### src/rtl/can_tx_serializer_if.sv
// Bridge-side request/status bundle for the CAN transmit serializer.
// The bridge drives the request fields; the serializer drives txBit/busy/done.
interface can_tx_serializer_if;
    logic        startXmit;
    logic [63:0] xmitdata;
    logic [7:0]  quantaDiv;
    logic [5:0]  propQuanta;
    logic [5:0]  seg1Quanta;
    logic [3:0]  datalen;
    logic        format;
    logic [1:0]  frameType;
    logic [28:0] id;
    logic        txBit;
    logic        busy;
    logic        done;

    modport master (
        output startXmit, xmitdata, quantaDiv, propQuanta, seg1Quanta,
               datalen, format, frameType, id,
        input  txBit, busy, done
    );

    modport slave (
        input  startXmit, xmitdata, quantaDiv, propQuanta, seg1Quanta,
               datalen, format, frameType, id,
        output txBit, busy, done
    );
endinterface

### src/rtl/can_tx_serializer.sv
// CAN 2.0A/B frame transmitter: builds the frame, appends CRC-15, bit-stuffs
// SOF..CRC and drives the serial bit at the programmed bit rate.
module can_tx_serializer #(
    parameter int unsigned SEG2_QUANTA = 4,
    parameter int unsigned IFS_BITS    = 3
) (
    input  logic               HCLK,
    input  logic               HRESET,
    can_tx_serializer_if.slave bus
);

    typedef enum logic [2:0] {
        S_IDLE, S_SOF, S_HDR, S_DATA, S_CRC, S_TAIL, S_IFS
    } state_t;

    state_t      state, state_n;
    logic [37:0] hdr_sr, hdr_sr_n;
    logic [63:0] data_sr, data_sr_n;
    logic [14:0] crc, crc_n;
    logic [7:0]  fcnt, fcnt_n;
    logic [2:0]  run, run_n;
    logic        stuff, stuff_n;
    logic        tx, tx_n;
    logic        busy_r, busy_n;
    logic        done_c;

    logic [7:0]  hdr_last;
    logic [7:0]  data_bits;
    logic [7:0]  qdiv_last;
    logic [7:0]  nq_last;
    logic [7:0]  qcnt, bcnt;
    logic        boundary;
    logic        rtr_in;
    logic        in_stuff_region;

    assign bus.txBit = tx;
    assign bus.busy  = busy_r;
    assign bus.done  = done_c;

    assign rtr_in          = (bus.frameType == 2'b01);
    assign boundary        = (state != S_IDLE) && (qcnt == qdiv_last) && (bcnt == nq_last);
    assign in_stuff_region = (state == S_SOF) || (state == S_HDR) ||
                             (state == S_DATA) || (state == S_CRC);

    function automatic logic [14:0] crc_step(input logic [14:0] c, input logic b);
        logic fb;
        fb = b ^ c[14];
        return {c[13:0], 1'b0} ^ (fb ? 15'h4599 : 15'h0000);
    endfunction

    always_ff @(posedge HCLK) begin
        if (!HRESET) state <= S_IDLE;
        else         state <= state_n;
    end

    // Quantum/bit timing and per-frame configuration latched at start.
    always_ff @(posedge HCLK) begin
        if (!HRESET) begin
            qcnt      <= '0;
            bcnt      <= '0;
            qdiv_last <= '0;
            nq_last   <= '0;
            hdr_last  <= '0;
            data_bits <= '0;
        end else if (state == S_IDLE) begin
            qcnt <= '0;
            bcnt <= '0;
            if (bus.startXmit) begin
                qdiv_last <= (bus.quantaDiv == 8'd0) ? 8'd0 : bus.quantaDiv - 8'd1;
                nq_last   <= 8'(bus.propQuanta) + 8'(bus.seg1Quanta) + 8'(SEG2_QUANTA);
                hdr_last  <= bus.format ? 8'd37 : 8'd17;
                if (rtr_in)             data_bits <= 8'd0;
                else if (bus.datalen[3]) data_bits <= 8'd64;
                else                     data_bits <= {2'b00, bus.datalen[2:0], 3'b000};
            end
        end else if (qcnt == qdiv_last) begin
            qcnt <= '0;
            bcnt <= (bcnt == nq_last) ? 8'd0 : bcnt + 8'd1;
        end else begin
            qcnt <= qcnt + 8'd1;
        end
    end

    always_ff @(posedge HCLK) begin
        if (!HRESET) begin
            hdr_sr  <= '0;
            data_sr <= '0;
            crc     <= '0;
            fcnt    <= '0;
            run     <= '0;
            stuff   <= 1'b0;
            tx      <= 1'b1;
            busy_r  <= 1'b0;
        end else begin
            hdr_sr  <= hdr_sr_n;
            data_sr <= data_sr_n;
            crc     <= crc_n;
            fcnt    <= fcnt_n;
            run     <= run_n;
            stuff   <= stuff_n;
            tx      <= tx_n;
            busy_r  <= busy_n;
        end
    end

    // state/fcnt name the last field bit sent; a stuff bit leaves them untouched.
    always_comb begin
        logic nbit;
        state_n   = state;
        hdr_sr_n  = hdr_sr;
        data_sr_n = data_sr;
        crc_n     = crc;
        fcnt_n    = fcnt;
        run_n     = run;
        stuff_n   = stuff;
        tx_n      = tx;
        busy_n    = busy_r;
        done_c    = 1'b0;
        nbit      = 1'b1;

        if (state == S_IDLE) begin
            if (bus.startXmit) begin
                state_n   = S_SOF;
                busy_n    = 1'b1;
                tx_n      = 1'b0;
                run_n     = 3'd1;
                stuff_n   = 1'b0;
                fcnt_n    = '0;
                crc_n     = '0;
                data_sr_n = bus.xmitdata;
                if (bus.format)
                    hdr_sr_n = {bus.id[28:18], 2'b11, bus.id[17:0], rtr_in, 2'b00, bus.datalen};
                else
                    hdr_sr_n = {bus.id[10:0], rtr_in, 2'b00, bus.datalen, 20'h00000};
            end
        end else if (boundary) begin
            if (!stuff && in_stuff_region && run == 3'd5) begin
                stuff_n = 1'b1;
                tx_n    = ~tx;
                run_n   = 3'd1;
            end else begin
                stuff_n = 1'b0;
                case (state)
                    S_SOF: begin
                        state_n = S_HDR;
                        fcnt_n  = '0;
                        nbit    = hdr_sr[37];
                    end
                    S_HDR: begin
                        if (fcnt == hdr_last) begin
                            fcnt_n = '0;
                            if (data_bits != 8'd0) begin
                                state_n = S_DATA;
                                nbit    = data_sr[63];
                            end else begin
                                state_n = S_CRC;
                                nbit    = crc[14];
                            end
                        end else begin
                            fcnt_n   = fcnt + 8'd1;
                            hdr_sr_n = {hdr_sr[36:0], 1'b0};
                            nbit     = hdr_sr[36];
                        end
                    end
                    S_DATA: begin
                        if (fcnt == data_bits - 8'd1) begin
                            state_n = S_CRC;
                            fcnt_n  = '0;
                            nbit    = crc[14];
                        end else begin
                            fcnt_n    = fcnt + 8'd1;
                            data_sr_n = {data_sr[62:0], 1'b0};
                            nbit      = data_sr[62];
                        end
                    end
                    S_CRC: begin
                        if (fcnt == 8'd14) begin
                            state_n = S_TAIL;
                            fcnt_n  = '0;
                        end else begin
                            fcnt_n = fcnt + 8'd1;
                            crc_n  = {crc[13:0], 1'b0};
                            nbit   = crc[13];
                        end
                    end
                    S_TAIL: begin
                        if (fcnt == 8'd9) begin
                            state_n = S_IFS;
                            fcnt_n  = '0;
                        end else begin
                            fcnt_n = fcnt + 8'd1;
                        end
                    end
                    S_IFS: begin
                        if (fcnt == 8'(IFS_BITS - 1)) begin
                            state_n = S_IDLE;
                            busy_n  = 1'b0;
                            done_c  = 1'b1;
                        end else begin
                            fcnt_n = fcnt + 8'd1;
                        end
                    end
                    default: state_n = S_IDLE;
                endcase
                tx_n  = nbit;
                run_n = (nbit == tx) ? 3'(run + 3'd1) : 3'd1;
                if (state_n == S_HDR || state_n == S_DATA)
                    crc_n = crc_step(crc, nbit);
            end
        end
    end

endmodule

### src/flat_wrapper.sv
// flat-port wrapper written by rule: the top's interface ports become plain ports
module can_tx_serializer_flat 
#(
    parameter int unsigned SEG2_QUANTA = 4,
    parameter int unsigned IFS_BITS    = 3
)
  (HCLK, HRESET, bus_startXmit, bus_xmitdata, bus_quantaDiv, bus_propQuanta, bus_seg1Quanta, bus_datalen, bus_format, bus_frameType, bus_id, bus_txBit, bus_busy, bus_done);
  can_tx_serializer_if bus_i ();
  input  logic HCLK;
  input  logic HRESET;
  input wire logic [$bits(bus_i.startXmit)-1:0] bus_startXmit;
  input wire logic [$bits(bus_i.xmitdata)-1:0] bus_xmitdata;
  input wire logic [$bits(bus_i.quantaDiv)-1:0] bus_quantaDiv;
  input wire logic [$bits(bus_i.propQuanta)-1:0] bus_propQuanta;
  input wire logic [$bits(bus_i.seg1Quanta)-1:0] bus_seg1Quanta;
  input wire logic [$bits(bus_i.datalen)-1:0] bus_datalen;
  input wire logic [$bits(bus_i.format)-1:0] bus_format;
  input wire logic [$bits(bus_i.frameType)-1:0] bus_frameType;
  input wire logic [$bits(bus_i.id)-1:0] bus_id;
  output wire logic [$bits(bus_i.txBit)-1:0] bus_txBit;
  output wire logic [$bits(bus_i.busy)-1:0] bus_busy;
  output wire logic [$bits(bus_i.done)-1:0] bus_done;
  assign bus_i.startXmit = bus_startXmit;
  assign bus_i.xmitdata = bus_xmitdata;
  assign bus_i.quantaDiv = bus_quantaDiv;
  assign bus_i.propQuanta = bus_propQuanta;
  assign bus_i.seg1Quanta = bus_seg1Quanta;
  assign bus_i.datalen = bus_datalen;
  assign bus_i.format = bus_format;
  assign bus_i.frameType = bus_frameType;
  assign bus_i.id = bus_id;
  assign bus_txBit = bus_i.txBit;
  assign bus_busy = bus_i.busy;
  assign bus_done = bus_i.done;
  can_tx_serializer #(.SEG2_QUANTA(SEG2_QUANTA), .IFS_BITS(IFS_BITS)) u_core (.HCLK(HCLK), .HRESET(HRESET), .bus(bus_i));
endmodule
### config.mk
export PLATFORM = sky130hd
export DESIGN_NAME = can_tx_serializer_flat
export DESIGN_NICKNAME = d
export VERILOG_FILES = /design/src/rtl/can_tx_serializer_if.sv /design/src/rtl/can_tx_serializer.sv /design/src/flat_wrapper.sv
export SDC_FILE = /design/constraint.sdc
export NUM_CORES = 1
export LEC_CHECK = 0
export ABC_AREA = 1
export CAP_MARGIN = 15
export CORE_MARGIN = 4
export CORE_UTILIZATION = 40
export CTS_BUF_LIST = sky130_fd_sc_hd__clkbuf_4 sky130_fd_sc_hd__clkbuf_8 sky130_fd_sc_hd__clkbuf_16
export CTS_CLUSTER_SIZE = 12
export DETAILED_ROUTE_END_ITERATION = 8
export PLACE_DENSITY = 0.63
export SLEW_MARGIN = 15
export SYNTH_ARGS = -nofsm -noshare
export SYNTH_HDL_FRONTEND = slang
export SYNTH_SLANG_ARGS = --single-unit
export TNS_END_PERCENT = 50
### constraint.sdc
create_clock -name HCLK -period 2.4 [get_ports HCLK]
set_clock_uncertainty 0.15 [all_clocks]
set_input_delay 0.72 -clock HCLK [delete_from_list [all_inputs] [get_ports HCLK]]
set_output_delay 0.72 -clock HCLK [all_outputs]
set_load 0.005 [all_outputs]
---- After elaboration in Yosys (flattened, before gate mapping) ----
Index checks and enable logic that the tools add are counted.
operators by class
  $add $sub $neg .......................... 8
  eq/ne operators ......................... 24
  muxes and demuxes ....................... 80
  bitwise gates (word level) .............. 4
  reductions and logical operators ........ 30
operator list
  cell                                                                   count
  64-bit two-way mux                                                     6
  38-bit two-way mux                                                     7
  15-bit two-way mux                                                     8
  8-bit two-way mux                                                      12
  3-bit two-way mux                                                      17
  8-bit one-hot mux with 6 select lines                                  1
  8-bit equality test                                                    4
  1-bit two-way mux                                                      25
  5-bit AND reduction                                                    5
  8-bit by 1-bit adder with 8-bit output, second input constant          3
  3-bit one-hot mux with 6 select lines                                  1
  8-bit by 4-bit equality test with 1-bit output, second input constant  2
  8-bit by 1-bit subtractor with 8-bit output, second input constant     2
  15-bit XOR                                                             1
  3-bit by 2-bit equality test with 1-bit output, second input constant  4
  3-bit equality test, second input constant                             4
  2-bit nonzero test                                                     5
  8-bit by 3-bit adder with 8-bit output, second input constant          1
  8-bit by 2-bit equality test with 1-bit output, second input constant  1
  8-bit logical NOT                                                      1
  8-bit nonzero test                                                     1
  6-bit by 6-bit adder with 7-bit output                                 1
  7-bit two-way mux                                                      1
  7-bit nonzero test                                                     1
  20 further kinds                                                       32
storage, ports and cells
  register bits ........................... 182
  input bits .............................. 123
  output and inout bits ................... 3
  word-level logic and storage cells ...... 161

---- Logic depth before layout (Yosys ltp) ----
  depth in word-level cells ............... 16
  depth in mapped cells ................... 19
  depth with buffers taken out ............ 19

---- Worst setup path after synthesis ----
No wires, ideal clock.
  path type ............................... input to register
  from .................................... in bus_seg1Quanta[0]
  to ...................................... reg u_core.nq_last[6]
  data arrival time ....................... 2.245 ns
  required time ........................... 2.179 ns
  path slack .............................. -0.065 ns
  stages on the path ...................... 10
  cells stage by stage .................... ha_1 inv_1 fa_1 o21ai_0 xor2_1 inv_1 nand3_1 xor2_1 nand2_1 a21oi_1
on the way
  cells in the longest elaborated chain, start to end .. 2
RTL lines
  what                                    line                     text
  from (decl)                             flat_wrapper.sv:15       input wire logic [$bits(bus_i.seg1Quanta)-1:0] bus_seg1Quanta;
  6-bit by 6-bit adder with 7-bit output  can_tx_serializer.sv:70  nq_last <= 8'(bus.propQuanta) + 8'(bus.seg1Quanta) + 8'(SEG2_QUANTA);
  8-bit by 3-bit adder with 8-bit output  can_tx_serializer.sv:70
  to (signal assigned)                    can_tx_serializer.sv:70
  to (decl)                               can_tx_serializer.sv:30  logic [7:0] nq_last;
No other way between the ends.
A chain may end at the register's enable or synchronous reset.

---- Worst setup path after layout ----
  from .................................... reg u_core.bcnt[6]
  to ...................................... out bus_done
on the way
  cells in the longest elaborated chain, start to end .. 4
RTL lines
  what                    line                      text
  from (decl)             can_tx_serializer.sv:31   logic [7:0] qcnt, bcnt;
  from (signal assigned)  can_tx_serializer.sv:78   bcnt <= (bcnt == nq_last) ? 8'd0 : bcnt + 8'd1;
  8-bit equality test     can_tx_serializer.sv:41   assign boundary = (state != S_IDLE) && (qcnt == qdiv_last) && (bcnt == nq_last);
  1-bit logical AND       can_tx_serializer.sv:41
  1-bit two-way mux       can_tx_serializer.sv:136  end else if (boundary) begin
  1-bit two-way mux       can_tx_serializer.sv:121  if (state == S_IDLE) begin
  to (decl)               flat_wrapper.sv:22        output wire logic [$bits(bus_i.done)-1:0] bus_done;
No other way between the ends.

==> flow_summary.ini <==
[grt]
track_usage = 0.1824
grt_max_degree = 113
grt_pass1_wl_mm = 37.16
grt_overflow_total = 0
grt_pass1_vias = 7726
antenna_found_initial = 1

[critical_path]
crit_chain = or2_0 > a21oi_2 > nand4_2 > nor2_4 > nand2_4 > nor2_4 > inv_2 > nor3_4 > buf_2
path_delay_family = simple AND/OR/NAND/NOR gates
max_stage_delay_ns = 0.31
cp.buffers_inverters = 2
cp_max_fo = 2
worst_setup_path_start_kind = register
cp_num_cells = 9
worstPathRequired_ns = 1.53
r2r-start = u_core.fcnt[1]$_SDFFE_PN0P_
arrival_ns = 1.86
r2r_slack_ns = 0.08
cp_common_cell = nor2_4
rr_endpoint = u_core.data_sr[6]$_SDFFE_PN0P_
crit_slowest_cell = dfxtp_1
endpoint_kind = output port
worst-r2r-cell-count = 14
path_class = register to output port

[finish]
nFillCells = 2039
drive_gt1_frac = 0.1595
postLayoutCellArea_sq_um = 12190
final_common_cell = nand2_1
nets = 1633
diodes = 0
mostFrequentLayoutCells = nand2_1, o21ai_0, dfxtp_1
area_delta_synth_final_pct = 37.09

[timing]
slew-limit-headroom = 0.6687
tns_ns = -0.3321
finalMaxSlewViolations = 0
grt_setup_unrepaired = true
fmax_mhz = 366.0
finalSetupViolations = 1
hold_viol = 0
worst_pin_slew_ns = 0.4969
period_needed_ns = 2.732
min_period_over_period = 1.138
finalWorstSetupSlack_ns = -0.3321

[clocking]
cts_inserted_buffers = 17
ctsHoldBuffers = 0
h-tree-depth = 4
clockRootBuffer = clkbuf_16
cts_buffer_depth = 2
clk_pin_slew_ns = 0.07
cts_tree = yes
cts_sinks = 173
clk_latency_ns = 0.43

[pwr]
p_sw_w = 0.002617
swShare = 0.3089
clkPwrFrac = 0.344
share_comb_of_total_power = 0.265
power.internal_w = 0.005854
ir_drop_v = 0.0004810
leakagePower_nw = 5.143
pwr-share-seq = 0.391
powerDensity_nw_per_um2 = 694.8

[logic_synthesis]
synth.area.top_cells = dfxtp_1, o21ai_0, nand2_1
synth_top_area_share = 0.3894
syn_area_per_cell_sq_um = 6.889
synthesis.area_sq_um = 8894
ys_warn_count = 0
ys.flop_type = dfxtp_1
ys_seq_elements = 173
netlist_instances = 1291
ys_seq_area_frac = 0.3894
async_flop_share = 0
yosysUniqueCellTypes = 43
synthesis.nets = 1432
synth_area_leader_cell = dfxtp_1
synth_edf_count = 0

[placement]
gp_congestion = 0.8623
portBuffers = 125
dpl.hpwl_mm = 15.64
dpl-instance-area_sq_um = 11050
pre_cts_ws_ns = -0.5285

[hold_path]
whs_path_depth = 2
min_path_type = register to register
min_to = u_core.data_sr[20]$_SDFFE_PN0P_
hp-start = u_core.data_sr[20]$_SDFFE_PN0P_

[floorplan]
io_pins = 126
core_area_sq_um = 21820
start_util = 0.4075
die_area_sq_um = 24680
fp.dieH_microns = 157.1
die_w_microns = 157.1
num_rows = 54

[detailed_routing]
drtIter0Drc = 500
drt_wl_total_mm = 23.42
antenna_left = 0
firstDrtPassIters = 5
vias = 8800
wire_per_inst_microns = 13.12
via_per_inst = 4.930
drc = 0

[status]
outcome = complete, but fails checks
violations = setup timing

[job]
cap_viol_max_count = 0
-- repair_timing --
action                                  in CTS  in global routing
setup buffers                                4                  9
gates resized for setup                     17                 66
gates cloned                                 2                  6
pin swaps                                    6                 18
endpoints found under the setup margin     144                128
-- layer usage --
layer  routed length (microns)  GRT usage
met1                     11460     0.2666
met2                     10740     0.2790
met3                       923    0.03162
met4                       280    0.04875
met5                        20          0
-- logic make-up after synthesis --
family / synth area share
adder cells (fa/ha/maj): 0.02617
XOR/XNOR: 0.02561
AO/OA/AOI/OAI: 0.2455
AND/OR/NAND/NOR: 0.2006
flip-flops: 0.3894
buffers and inverters: 0.1127
-- per-stage QoR --
stage	util	cells	total power [W]	hold slack, ns
after floorplan	-	1291	0.004607	0.2737
after global placement	0.5062	1732	0.005298	0.2831
after detailed placement	0.5062	1732	0.005324	0.2878
after CTS	0.5413	1770	0.008344	0.2987
after global routing	0.5587	1785	0.008987	0.3082
final	0.5587	1785	0.008471	0.2970
-- power by group through the flow --
stage	clock, W	combinational, W	sequential, W
2_1_floorplan	0	0.00126	0.00335
3_3_place_gp	0	0.00193	0.00336
3_5_place_dp	0	0.00195	0.00337
4_1_cts	0.00298	0.00206	0.00331
5_1_grt	0.00313	0.00252	0.00334
6_report	0.00292	0.00224	0.00331
-- flip-flops by register name, indices dropped and copies added, names as in the netlist, 4 cells and up --
name	count
u_core.crc	15
u_core.qcnt	8
u_core.bcnt	8
u_core.data_bits	4
u_core.fcnt	8
u_core.qdiv_last	8
u_core.data_sr	64
u_core.hdr_sr	38
u_core.nq_last	8
-- worst reg2reg max path, cell delays in order (launching register included) --
cell       delay [ns]
dfxtp_2          0.33
buf_4            0.13
ha_2             0.18
nand2_2          0.07
a21oi_2          0.11
nand3_1          0.09
nor2_2           0.17
nand2_2          0.09
nand2_2          0.08
inv_2            0.07
o21ai_4          0.23
buf_6            0.19
clkbuf_16        0.15
o21ai_0          0.07
a21oi_1          0.15
-- layout make-up --
cell class / count / area, sq um / area share
Clock buffer: 19 / 452.9 / 0.03715
Clock inverter: 13 / 177.7 / 0.01457
Multi-Input combinational cell: 874 / 4652 / 0.3816
Sequential cell: 173 / 3473 / 0.2849
Inverter: 177 / 664.4 / 0.05450
Tap cell: 280 / 350.3 / 0.02874
Timing Repair Buffer: 249 / 2421 / 0.1986
-- synthesized netlist by cell type, types with 5 or more instances --
| library cell | number |
|---|---|
| inv_1 | 164 |
| o21ai_0 | 194 |
| xor2_1 | 15 |
| nor2_2 | 6 |
| buf_2 | 14 |
| inv_2 | 11 |
| a31oi_1 | 6 |
| o21bai_1 | 5 |
| a21oi_1 | 168 |
| clkbuf_1 | 43 |
| nor2_1 | 78 |
| nand4_1 | 16 |
| a211oi_1 | 15 |
| xnor2_1 | 11 |
| dfxtp_1 | 173 |
| nand2_1 | 241 |
| buf_6 | 8 |
| ha_1 | 17 |
| nand3_1 | 39 |
| nor3_1 | 16 |
| o22ai_1 | 9 |
-- worst max-delay path by stage --
stage,startpoint,endpoint
final,u_core.bcnt[6]$_SDFFE_PP0N_,bus_done
after global routing,u_core.qcnt[1]$_SDFF_PP0_,bus_done
after CTS,u_core.qdiv_last[0]$_SDFFE_PN0P_,bus_done
after detailed placement,bus_propQuanta[0],u_core.nq_last[6]$_SDFFE_PN0P_
after global placement,bus_seg1Quanta[2],u_core.nq_last[6]$_SDFFE_PN0P_
after floorplan,u_core.qcnt[2]$_SDFF_PP0_,bus_done
Power figures use the tool's default switching activity.
